<file path="config.mk">
export PLATFORM = sky130hd
export DESIGN_NAME = adder_bist_ctrl_flat
export DESIGN_NICKNAME = d
export VERILOG_FILES = /design/src/rtl/adder_bist_pkg.sv /design/src/rtl/adder_bist_ctrl_if.sv /design/src/rtl/adder_bist_misr.sv /design/src/rtl/adder_bist_ctrl.sv /design/src/flat_wrapper.sv
export SDC_FILE = /design/constraint.sdc
export NUM_CORES = 1
export LEC_CHECK = 0
export ABC_AREA = 1
export CAP_MARGIN = 20
export CORE_UTILIZATION = 56
export DETAILED_ROUTE_END_ITERATION = 12
export GPL_TIMING_DRIVEN = 0
export HOLD_SLACK_MARGIN = 0.12
export PLACE_DENSITY = 0.85
export SETUP_SLACK_MARGIN = 0.3
export SYNTH_ARGS = -nofsm -noshare
export SYNTH_HDL_FRONTEND = slang
export SYNTH_SLANG_ARGS = --single-unit
</file>
<file path="constraint.sdc">
create_clock -name clk -period 4.3 [get_ports clk]
set_clock_uncertainty 0.15 [all_clocks]
set_input_delay 0.43 -clock clk [delete_from_list [all_inputs] [get_ports clk]]
set_output_delay 0.43 -clock clk [all_outputs]
set_load 0.02 [all_outputs]
</file>
<file path="src/rtl/adder_bist_pkg.sv">
// Shared types and constants for the adder BIST controller: FSM state
// encoding, LFSR feedback taps, MISR polynomial and default run settings.
package adder_bist_pkg;

  typedef enum logic [1:0] {
    ST_IDLE    = 2'd0,
    ST_RUN     = 2'd1,
    ST_COMPARE = 2'd2,
    ST_DONE    = 2'd3
  } bist_state_t;

  // Fibonacci feedback taps of the 32-bit pattern LFSR: bits 31, 21, 1, 0.
  localparam logic [31:0] LFSR_TAPS      = 32'h8020_0003;
  // CRC-16-CCITT style feedback for the signature register.
  localparam logic [15:0] MISR_POLY      = 16'h1021;
  localparam logic [31:0] DEF_LFSR_SEED  = 32'h0000_0001;
  localparam logic [15:0] DEF_GOLDEN_SIG = 16'h0000;

  // One shift-left step of the pattern LFSR; feedback enters at bit 0.
  function automatic logic [31:0] lfsr_step(input logic [31:0] l);
    return {l[30:0], ^(l & LFSR_TAPS)};
  endfunction

endpackage

</file>
<file path="src/rtl/adder_bist_ctrl_if.sv">
// Datapath port bundle between the BIST controller and the adder under test
// plus its response compactor. master = controller, slave = datapath.
interface adder_bist_ctrl_if #(
  parameter int N  = 16,
  parameter int CW = 6
);
  logic [N-1:0]  a;
  logic [N-1:0]  b;
  logic          ci;
  logic [CW-1:0] com_res;

  modport master (output a, output b, output ci, input com_res);
  modport slave  (input a, input b, input ci, output com_res);
endinterface

</file>
<file path="src/rtl/adder_bist_misr.sv">
// Purpose: 16-bit multiple-input signature register folding compactor output.
// Latency: absorbs dat on the same edge en is high; result visible next cycle.
// Backpressure: none; clr has priority over en, rst over both.
module adder_bist_misr
  import adder_bist_pkg::*;
#(
  parameter int CW    = 6,
  parameter int SIG_W = 16
) (
  input  logic             clk,
  input  logic             rst,
  input  logic             clr,
  input  logic             en,
  input  logic [CW-1:0]    dat,
  output logic [SIG_W-1:0] misr
);

  // Shift with polynomial feedback and xor in the zero-extended compactor word.
  always_ff @(posedge clk) begin
    if (rst || clr) begin
      misr <= '0;
    end else if (en) begin
      misr <= {misr[SIG_W-2:0], 1'b0}
            ^ (misr[SIG_W-1] ? SIG_W'(MISR_POLY) : '0)
            ^ SIG_W'(dat);
    end
  end

endmodule

</file>
<file path="src/rtl/adder_bist_ctrl.sv">
// Top of the adder BIST controller: FSM, pattern LFSR, pattern counter.
// Optional macro ADDER_BIST_CI_EN: when defined, carry-in is driven from the
// LFSR during a run; otherwise ci is tied to 0 and no carry-in logic exists.
//
// Purpose: drive LFSR patterns onto the adder, compact responses, grade result.
// Latency: start edge to done=1 is PAT_CNT+2 edges; busy for PAT_CNT+1 cycles.
// Backpressure: none; start is ignored while busy, rst aborts immediately.
module adder_bist_ctrl
  import adder_bist_pkg::*;
#(
  parameter int               N          = 16,
  parameter int               CW         = 6,
  parameter int               SIG_W      = 16,
  parameter int               PAT_CNT    = 256,
  parameter logic [31:0]      LFSR_SEED  = DEF_LFSR_SEED,
  parameter logic [SIG_W-1:0] GOLDEN_SIG = SIG_W'(DEF_GOLDEN_SIG)
) (
  input  logic               clk,
  input  logic               rst,
  input  logic               start,
  adder_bist_ctrl_if.master  dp,
  output logic               busy,
  output logic               done,
  output logic               pass,
  output logic [SIG_W-1:0]   signature
);

  // Counter is one bit wider than needed so it never wraps inside a run.
  localparam int               CNT_W    = $clog2(PAT_CNT) + 1;
  localparam logic [CNT_W-1:0] LAST_CNT = CNT_W'(PAT_CNT - 1);
  // An all-zero LFSR would lock up, so a zero seed is promoted to 1.
  localparam logic [31:0]      SEED_EFF = (LFSR_SEED == 32'd0) ? 32'd1 : LFSR_SEED;

  bist_state_t      state;
  logic [31:0]      lfsr;
  logic [CNT_W-1:0] cnt;
  logic [SIG_W-1:0] misr;
  logic             run;
  logic             start_acc;

  assign run       = (state == ST_RUN);
  assign start_acc = start && ((state == ST_IDLE) || (state == ST_DONE));

  // Operands are only presented while patterns are being applied.
  assign dp.a = run ? lfsr[31:16] : '0;
  assign dp.b = run ? lfsr[15:0]  : '0;
`ifdef ADDER_BIST_CI_EN
  assign dp.ci = run & (lfsr[31] ^ lfsr[0]);
`else
  assign dp.ci = 1'b0;
`endif

  // Compactor output is combinational on a/b/ci, so it is absorbed in the same cycle.
  adder_bist_misr #(
    .CW    (CW),
    .SIG_W (SIG_W)
  ) u_misr (
    .clk  (clk),
    .rst  (rst),
    .clr  (start_acc),
    .en   (run),
    .dat  (dp.com_res),
    .misr (misr)
  );

  // Run sequencing with registered status outputs; a restart from DONE clears the old result.
  always_ff @(posedge clk) begin
    if (rst) begin
      state     <= ST_IDLE;
      lfsr      <= '0;
      cnt       <= '0;
      busy      <= 1'b0;
      done      <= 1'b0;
      pass      <= 1'b0;
      signature <= '0;
    end else begin
      case (state)
        ST_IDLE, ST_DONE: begin
          if (start) begin
            state     <= ST_RUN;
            lfsr      <= SEED_EFF;
            cnt       <= '0;
            busy      <= 1'b1;
            done      <= 1'b0;
            pass      <= 1'b0;
            signature <= '0;
          end
        end
        ST_RUN: begin
          lfsr <= lfsr_step(lfsr);
          cnt  <= cnt + 1'b1;
          if (cnt == LAST_CNT) begin
            state <= ST_COMPARE;
          end
        end
        ST_COMPARE: begin
          signature <= misr;
          pass      <= (misr == GOLDEN_SIG);
          busy      <= 1'b0;
          done      <= 1'b1;
          state     <= ST_DONE;
        end
        default: state <= ST_IDLE;
      endcase
    end
  end

endmodule
</file>
<file path="src/flat_wrapper.sv">
// flat-port wrapper written by rule: the top's interface ports become plain ports
module adder_bist_ctrl_flat import adder_bist_pkg::*;
#(
  parameter int               N          = 16,
  parameter int               CW         = 6,
  parameter int               SIG_W      = 16,
  parameter int               PAT_CNT    = 256,
  parameter logic [31:0]      LFSR_SEED  = DEF_LFSR_SEED,
  parameter logic [SIG_W-1:0] GOLDEN_SIG = SIG_W'(DEF_GOLDEN_SIG)
)
  (clk, rst, start, busy, done, pass, signature, dp_a, dp_b, dp_ci, dp_com_res);
  adder_bist_ctrl_if #(.N(N), .CW(CW)) dp_i ();
  input  logic clk;
  input  logic rst;
  input  logic start;
  output logic busy;
  output logic done;
  output logic pass;
  output logic [SIG_W-1:0] signature;
  output wire logic [$bits(dp_i.a)-1:0] dp_a;
  output wire logic [$bits(dp_i.b)-1:0] dp_b;
  output wire logic [$bits(dp_i.ci)-1:0] dp_ci;
  input wire logic [$bits(dp_i.com_res)-1:0] dp_com_res;
  assign dp_a = dp_i.a;
  assign dp_b = dp_i.b;
  assign dp_ci = dp_i.ci;
  assign dp_i.com_res = dp_com_res;
  adder_bist_ctrl #(.N(N), .CW(CW), .SIG_W(SIG_W), .PAT_CNT(PAT_CNT), .LFSR_SEED(LFSR_SEED), .GOLDEN_SIG(GOLDEN_SIG)) u_core (.clk(clk), .rst(rst), .start(start), .dp(dp_i), .busy(busy), .done(done), .pass(pass), .signature(signature));
endmodule
</file>
==> metrics.txt <==
outcome=finished, final reports clean; DR WL/cell=12.3 um; Max Fclk=351 MHz; fin crit share=66.3%; leading cell type in the layout, fill and taps excluded=nand2_1; DRC=0; Max IR drop VDD=0.428 mV; H-tree depth=3; CTS tree=done; Clock Latency Late Sink=0.35 ns; synthesized area per cell=7.44 um^2; Worst-path clk slew=0.08 ns; Post-CTS Setup Bufs=0; most frequent cells in the layout=134 x nand2_1, 78 x dfxtp_1, 70 x inv_1, 58 x clkdlybuf4s50_1, 55 x a21oi_1; #FFs+latches synth=78; die outline height=80.9 um; Worst Hold Depth=2; count of different cell masters after synthesis=31; clock buffer depth=2; kind of critical path=flop to output port; Yosys top cell by area=dfxtp_1; pin count of the biggest net entering global routing=14; RSZ-0062 raised after global routing=false; initial DRC count=164; Final Power=2.26 mW; Cells after Synth=469; FF-to-FF path depth=9; Leakage=1.85 nW; Min Hold Slack=0.231 ns; Port-buffer cells=58; layout cells sized above 1=10.9%; CP required=3.72 ns; Placer Congestion=0.824; Syn Nets=483; FP Rows=28; Final Max Slew Viols=0; TritonCTS Sinks=78; CTS Root Cell=clkbuf_8; Seq/Total Area, Yosys=44.8%; Hold Crit Class=input pin to flop; CTS resizes=0; Post-DRT Antenna Nets=0; die area=6550 um^2; mapped cell area=3490 um^2; Initial Util=58.6%; initial antenna violation count=0; pwr dens=518 nW/um^2; CORE AREA=5960 um^2; detailed placement HPWL=5.50 mm; setup_tns=0 ns; Worst Setup Start Kind=flop; die width=80.9 um; Diodes inserted=0; CTS Hold Buffers Added=0; Critical Path Fanout Max=10; Tot GR Track Use=25.0%; vias in the first global route=2,839; cts bufs inserted=9; crit path capture type=output port; routed vias=3,112; vias per inst=5.04; fin nets=552; global route overflow=0; max-cap violation count=0; first-pass GRT wire length=12.6 mm; Detailed Route WL=7.59 mm; Final setup viols=0; top cells by area, synth=dfxtp_1 45%, nand2_1 14%, a21oi_1 7.9%; crit path time final=2.85 ns; Area Overhead vs Synth=24.8%; Syn. warnings=0; Worst EP arrival=2.27 ns; post-synth top area share=44.8%; hold violation count in the final report=0; # IOs=61; TritonRoute pass-1 iters=4
==> synth_stat cells <==
cell,instances
buf_2,9
o21ai_0,22
inv_2,5
ha_1,5
nor2_1,12
clkbuf_2,1
o22ai_1,7
a21oi_1,55
inv_1,70
o21ai_1,6
nand3_2,1
nand2_1,134
buf_6,5
o22ai_2,9
nand2b_1,1
and3_1,1
nand2_4,3
nand3_1,5
buf_4,2
nor3_1,3
nor2_4,3
nand4_1,5
conb_1,1
buf_1,1
nor3b_2,1
clkbuf_1,8
o21ai_2,2
dfxtp_1,78
nand2_2,4
xnor2_1,4
xor2_1,6
==> flip-flops by register name (all words and copies together), names as in the netlist <==
name / flops
u_core.cnt: 9
u_core.state: 2
u_core.done: 1
u_core.pass: 1
u_core.busy: 1
u_core.signature: 16
u_core.lfsr: 32
u_core.u_misr.misr: 16
==> through the flow <==
step | area [um^2] | setup WS (ns) | util, % | std cells
2_1_floorplan | 3490 | 2.57 | - | 469
3_3_place_gp | 4160 | 1.84 | 69.9 | 602
3_5_place_dp | 4160 | 1.80 | 69.9 | 602
4_1_cts | 4350 | 1.40 | 73.1 | 618
5_1_grt | 4350 | 1.32 | 73.1 | 618
6_report | 4350 | 1.45 | 73.1 | 618
==> report_power, final <==
| group | switching, mW | leakage (nW) | internal [mW] |
|---|---|---|---|
| Clock | 0.269 | 0.0818 | 0.268 |
| Sequential | 0.0406 | 0.630 | 0.776 |
| Combinational | 0.621 | 1.14 | 0.282 |
==> path summary, 6_finish.rpt <==
path | start | endpoint | slack (ns)
max | u_core.state[1] | dp_a[15] | 1.45
min | rst | u_core.lfsr[26] | 0.23
min reg2reg | u_core.cnt[4] | u_core.cnt[4] | 0.30
max reg2reg | u_core.cnt[1] | u_core.state[0] | 2.30
==> kinds of logic (layout without fill, tap and decap cells) <==
logic type / count (synthesis) / after routing / share of synthesized area [%]
XOR/XNOR: 10 / 10 / 2.51
AND/OR/NAND/NOR: 173 / 173 / 21.4
adder cells (fa/ha/maj): 5 / 5 / 1.79
flip-flops: 78 / 78 / 44.8
buffers and inverters: 101 / 175 / 12.5
AO/OA/AOI/OAI: 101 / 101 / 16.9
other: 1 / 1 / 0.108
==> worst max-delay path, stage by stage (launching register included) <==
cell and delay (ns):
dfxtp_1 0.34, inv_1 0.09, ha_1 0.14, buf_2 0.22, buf_1 0.36, nand2_1 0.12
inv_1 0.06, clkdlybuf4s50_1 0.59
==> cell type report <==
type	instances	area (um^2)
buffer	26	155
clock buffer	11	131
clock inverter	5	60.1
fill	483	1600
inverter	75	282
multi-input combinational	290	1490
sequential	78	1560
tap	75	93.8
timing repair buffer	58	581
==> metal layers <==
| metal | GRT usage (%) | vias to the layer above | share of wire, % |
|---|---|---|---|
| li1 | - | 1601 | - |
| met1 | 29.9 | 1410 | 44 |
| met2 | 44.5 | 89 | 50 |
| met3 | 4.04 | 12 | 4.5 |
| met4 | 10.2 | 0 | 1.6 |
| met5 | 0 | - | 0 |
Power figures use the tool's default switching activity.
==> RTL change 1, RTL diff (same flow settings) <==
Build with the macro `ADDER_BIST_CI_EN` defined.
--- a/src/rtl/adder_bist_ctrl.sv
+++ b/src/rtl/adder_bist_ctrl.sv
@@ -6,4 +6,6 @@
 // Latency: start edge to done=1 is PAT_CNT+2 edges; busy for PAT_CNT+1 cycles.
 // Backpressure: none; start is ignored while busy, rst aborts immediately.
+`define ADDER_BIST_CI_EN
+
 module adder_bist_ctrl
   import adder_bist_pkg::*;
Behaviour: not the same (Yosys sat finds a counterexample within 4 cycles, from zero or initial values and one cycle with rst high).
==> RTL change 1 against the unedited design <==
  * Sequential cell count did not move
  * Total power rose by 0.65%
  * Non-clock buffer count fell by 2
  * Sequential share of layout area rose by 0.46 points
  * Critical endpoint is now dp_ci
  * Setup slack got worse by 0.79 ps
  * Final area fell by 1.3%
  * Via count rose by 2.5%
  * Critical path type unchanged
  * Combinational power fell by 3.1%
  * Count of clock-buffer cells in the layout rose by 1
  * Synthesized area fell by 2.3%
  * Global-route usage rose by 0.86 points
  * Largest power group unchanged
  * Routed wire length rose by 1.0%
==> RTL change 1: results (changes against the unedited design) <==
{
  "irDropWorstVdd": {"value": 0.296, "unit": "mV", "change": "-31%"},
  "grt_pass1_vias": {"value": 2982, "change": "+5.0%"},
  "h-tree-depth": {"value": 3, "change": "unchanged"},
  "crit_path_max_incr_delay": {"value": 660, "unit": "ps", "change": "+70 ps"},
  "synth.top_cells.by_area": "sky130_fd_sc_hd__dfxtp_1 (46%), sky130_fd_sc_hd__nand2_1 (17%), sky130_fd_sc_hd__a21oi_1 (9.3%)",
  "largest_reg_flops": {"value": 32, "change": "unchanged"},
  "synth-seq-area-share": {"value": 45.8, "unit": "%", "change": "+1.1 points"},
  "post_cts_resize_count": {"value": 0, "change": "unchanged"},
  "route.detailed.vias_per_inst": {"value": 5.13, "change": "+1.9%"},
  "first_pass_grt_wire_length": {"value": 12.9, "unit": "mm", "change": "+2.2%"},
  "synthCells": {"value": 473, "change": "+0.85%"},
  "all_layer_global_routing_usage": {"value": 25.9, "unit": "%", "change": "+0.86 points"},
  "outcome": "complete, no violations",
  "post_synth_num_cell_types": {"value": 32, "change": "+3.2%"},
  "grt_max_degree": {"value": 13, "change": "-1"},
  "synth.top_cells.by_count": "sky130_fd_sc_hd__nand2_1 (153), sky130_fd_sc_hd__dfxtp_1 (78), sky130_fd_sc_hd__a21oi_1 (63), sky130_fd_sc_hd__inv_1 (62), sky130_fd_sc_hd__nor2_1 (20)",
  "place.detailed.hpwl": {"value": 5.42, "unit": "mm", "change": "-1.4%"},
  "io_buffer_count": {"value": 59, "change": "+1.7%"},
  "placed_area": {"value": 0.00409, "unit": "mm2", "change": "-1.7%"},
  "wire_per_inst": {"value": 12.3, "unit": "um", "change": "+0.36%"},
  "clock_latency": {"value": 350, "unit": "ps", "change": "about the same"},
  "vias": {"value": 3191, "change": "+2.5%"},
  "drive_above_1_share": {"value": 9.32, "unit": "%", "change": "-1.5 points"},
  "power_leakage": {"value": 1.88, "unit": "nW", "change": "+1.2%"},
  "clock_path_buffers": {"value": 2, "change": "unchanged"},
  "gp_routability_congestion": {"value": 0.801, "change": "-2.9%"},
  "ys_async_sr_fraction": {"value": 0, "unit": "%", "change": "unchanged"},
  "hold_path.class": "in2reg",
  "synthesis.nets": {"value": 487, "change": "+0.83%"},
  "nNetsFinal": {"value": 557, "change": "+0.91%"},
  "num_antenna_cells": {"value": 0, "change": "unchanged"},
  "ctsRootBufferMaster": "sky130_fd_sc_hd__clkbuf_8",
  "numPlacedInstances": {"value": 607, "change": "+0.83%"},
  "first_iter_violations": {"value": 131, "change": "-20%"},
  "fillers": {"value": 475, "change": "-1.7%"},
  "detail_route.first_pass.iterations": {"value": 5, "change": "+1"},
  "kind_of_cell_adding_the_most_delay_to_the_critical_path": "buffers and inverters"
}
[RTL change 1: cell families (layout without fill, tap and decap cells)]
family	after synthesis	in the layout	share of synthesized area (%)
adders and majority gates	5	5	1.84
xor gates and xnor gates	10	10	2.57
AOI/OAI and AO/OA	93	93	14.3
and+or+nand+nor	198	198	24.1
buffers and inverters	89	163	11.3
DFF	78	78	45.8
[RTL change 1: area by class of cell]
class | instances | area, um2 | area share (%)
buffer | 23 | 134 | 3.11
tap | 75 | 93.8 | 2.18
clock buffer | 12 | 165 | 3.84
multi-input combinational | 306 | 1460 | 34.0
timing repair buffer | 59 | 591 | 13.7
sequential | 78 | 1560 | 36.3
clock inverter | 3 | 42.5 | 0.990
inverter | 66 | 251 | 5.85
[RTL change 1: worst register-to-register path: cells and delay by family, from the launching register on]
kind / cells / cell delay, ps
DFF: 1 / 390
buffers and inverters: 1 / 100
adders and majority gates: 2 / 340
and+or+nand+nor: 3 / 570
AOI/OAI and AO/OA: 3 / 310
[RTL change 1: where the power goes]
part	total, mW	leakage (nW)	internal (mW)	switching, mW
logic	0.875	1.14	0.277	0.598
registers	0.822	0.630	0.777	0.0453
clock network	0.573	0.104	0.312	0.262
total	2.27	1.88	1.37	0.905
[RTL change 1: metal layers]
metal / GRT usage [%] / wire length (um) / vias to the layer above
li1: - / - / 1605
met1: 31.2 / 3280 / 1492
met2: 45.2 / 3870 / 80
met3: 3.54 / 340 / 14
met4: 12.1 / 174 / 0
met5: 0 / 0 / -
[RTL change 1: final timing paths]
path / start / end / cells after the start / slack, ps
worst min register to register: u_core.cnt[4] / u_core.cnt[4] / 2 / 290
worst min-delay path: rst / u_core.lfsr[7] / 2 / 240
worst max register to register: u_core.cnt[0] / u_core.state[0] / 9 / 2360
worst max-delay path: u_core.state[1] / dp_ci / 7 / 1450
[RTL change 1: stage by stage]
| stage | util (%) | setup slack [ps] |
|---|---|---|
| global placement | 69.5 | 1890 |
| floorplan | - | 2400 |
| CTS | 73.0 | 1460 |
| finish | 73.0 | 1450 |
| detailed placement | 69.5 | 1850 |
| global route | 73.0 | 1350 |
==> RTL change 2, RTL diff (same settings) <==
Without the edit above. Encoding of `bist_state_t`: now one-hot (4 bits for 4 states).
--- a/src/rtl/adder_bist_pkg.sv
+++ b/src/rtl/adder_bist_pkg.sv
@@ -3,9 +3,9 @@
 package adder_bist_pkg;
 
-  typedef enum logic [1:0] {
-    ST_IDLE    = 2'd0,
-    ST_RUN     = 2'd1,
-    ST_COMPARE = 2'd2,
-    ST_DONE    = 2'd3
+  typedef enum logic [3:0] {
+    ST_IDLE    = 4'b0001,
+    ST_RUN     = 4'b0010,
+    ST_COMPARE = 4'b0100,
+    ST_DONE    = 4'b1000
   } bist_state_t;
 
Behaviour: no difference found for any inputs over 10 cycles, from zero or initial values and one cycle with rst high; not proved beyond that.
==> RTL change 2 against the unedited design <==
  * Global-route usage up 1.3 points
  * Synthesized cell count down 1.9%
  * Routed wire length is 3.7% higher
  * Die area down 3.2%
  * Core utilization grew 2.3 points
  * Setup slack improved by 150 ps
  * Synthesized area decreased by 3.3%
  * Sequential cell count rose by 2
  * Final area down 2.3%
  * Via count grew 4.6%
  * Count of clock-buffer cells in the layout increased by 2
Power is not compared: it rests on default switching activity, and its combinational part moved more than twofold at a synthesized area within 25%.
==> RTL change 2: results (changes against the unedited design) <==
{
  "outcome": "complete, no violations",
  "io_buffer_count": {"value": 59, "change": "+1.7%"},
  "met2_wirelength": {"value": 3.59, "unit": "mm", "change": "-5.2%"},
  "routed_wirelength": {"value": 7.87, "unit": "mm", "change": "+3.7%"},
  "globalRouteMet2Util": {"value": 40.9, "unit": "%", "change": "-3.5 points"},
  "timing.rr.start": "u_core.cnt[0]",
  "route.detailed.vias_per_inst": {"value": 5.36, "change": "+6.5%"},
  "synthCells": {"value": 460, "change": "-1.9%"},
  "hold_ws": {"value": 326, "unit": "ps", "change": "+95.3 ps"},
  "reg2reg_depth": {"value": 11, "change": "+2"},
  "drive_above_1_share": {"value": 8.41, "unit": "%", "change": "-2.5 points"},
  "reg2reg_slack": {"value": 2520, "unit": "ps", "change": "+220 ps"},
  "synth.top_cells.by_area": "sky130_fd_sc_hd__dfxtp_1 (47%), sky130_fd_sc_hd__nand2_1 (12%), sky130_fd_sc_hd__nand3_1 (8.8%)",
  "vias": {"value": 3256, "change": "+4.6%"},
  "grt_pass1_vias": {"value": 2824, "change": "-0.53%"},
  "min_to": "u_core.signature[9]",
  "gp_routability_congestion": {"value": 0.880, "change": "+6.8%"},
  "routed_metal_1_wirelength": {"value": 3.53, "unit": "mm", "change": "+5.9%"},
  "grt_max_degree": {"value": 13, "change": "-1"},
  "finalWorstPathRequiredPeriod": {"value": 2700, "unit": "ps", "change": "-148 ps"},
  "post_synth_num_cell_types": {"value": 25, "change": "-19%"},
  "hold_path_startpoint": "u_core.signature[9]",
  "fillers": {"value": 442, "change": "-8.5%"},
  "synth.top_cells.by_count": "sky130_fd_sc_hd__nand2_1 (104), sky130_fd_sc_hd__dfxtp_1 (80), sky130_fd_sc_hd__nand3_1 (59), sky130_fd_sc_hd__inv_1 (55), sky130_fd_sc_hd__a21oi_1 (52)",
  "all_layer_global_routing_usage": {"value": 26.4, "unit": "%", "change": "+1.3 points"}
}
-- RTL change 2: changes by cell type in the layout (fill, tap and decap cells not counted), moves of 4 or more --
cell,delta
sky130_fd_sc_hd__inv_1,-15
sky130_fd_sc_hd__o21ai_0,-7
sky130_fd_sc_hd__buf_6,-5
sky130_fd_sc_hd__clkinvlp_4,-4
sky130_fd_sc_hd__buf_2,+12
sky130_fd_sc_hd__o22ai_2,-9
sky130_fd_sc_hd__nand2_1,-30
sky130_fd_sc_hd__nand4_1,-4
sky130_fd_sc_hd__nand3_1,+54
sky130_fd_sc_hd__nor2_1,+15
-- RTL change 2: worst max path at each step --
stage / startpoint / to / cells past startpoint
6_report: u_core.state[0] / dp_b[1] / 7
2_1_floorplan: u_core.state[3] / dp_a[15] / 5
5_1_grt: u_core.state[0] / dp_b[3] / 7
4_1_cts: u_core.state[0] / dp_b[0] / 7
3_3_place_gp: u_core.state[0] / dp_b[0] / 7
3_5_place_dp: u_core.state[0] / dp_b[0] / 7
-- RTL change 2: final cells by class --
| cell class | instances | area [um2] | area share, % |
|---|---|---|---|
| clock inverters | 3 | 40.0 | 0.941 |
| flip-flops and latches | 80 | 1600 | 37.6 |
| plain buffers | 28 | 139 | 3.26 |
| clock buffers | 13 | 159 | 3.74 |
| multi-input cells | 294 | 1420 | 33.3 |
| well taps | 72 | 90.1 | 2.12 |
| repair buffers | 59 | 591 | 13.9 |
| inverters | 58 | 218 | 5.12 |
-- RTL change 2: kinds of logic (layout without fill, tap and decap cells) --
kind of cell | after synthesis | in the layout | share of synthesized area, %
compound gates | 82 | 82 | 12.6
buf+inv | 86 | 161 | 10.6
simple gates | 197 | 197 | 25.4
xor+xnor | 12 | 12 | 3.11
flops | 80 | 80 | 47.5
other cells | 1 | 1 | 0.111
fa+ha+maj | 2 | 2 | 0.741
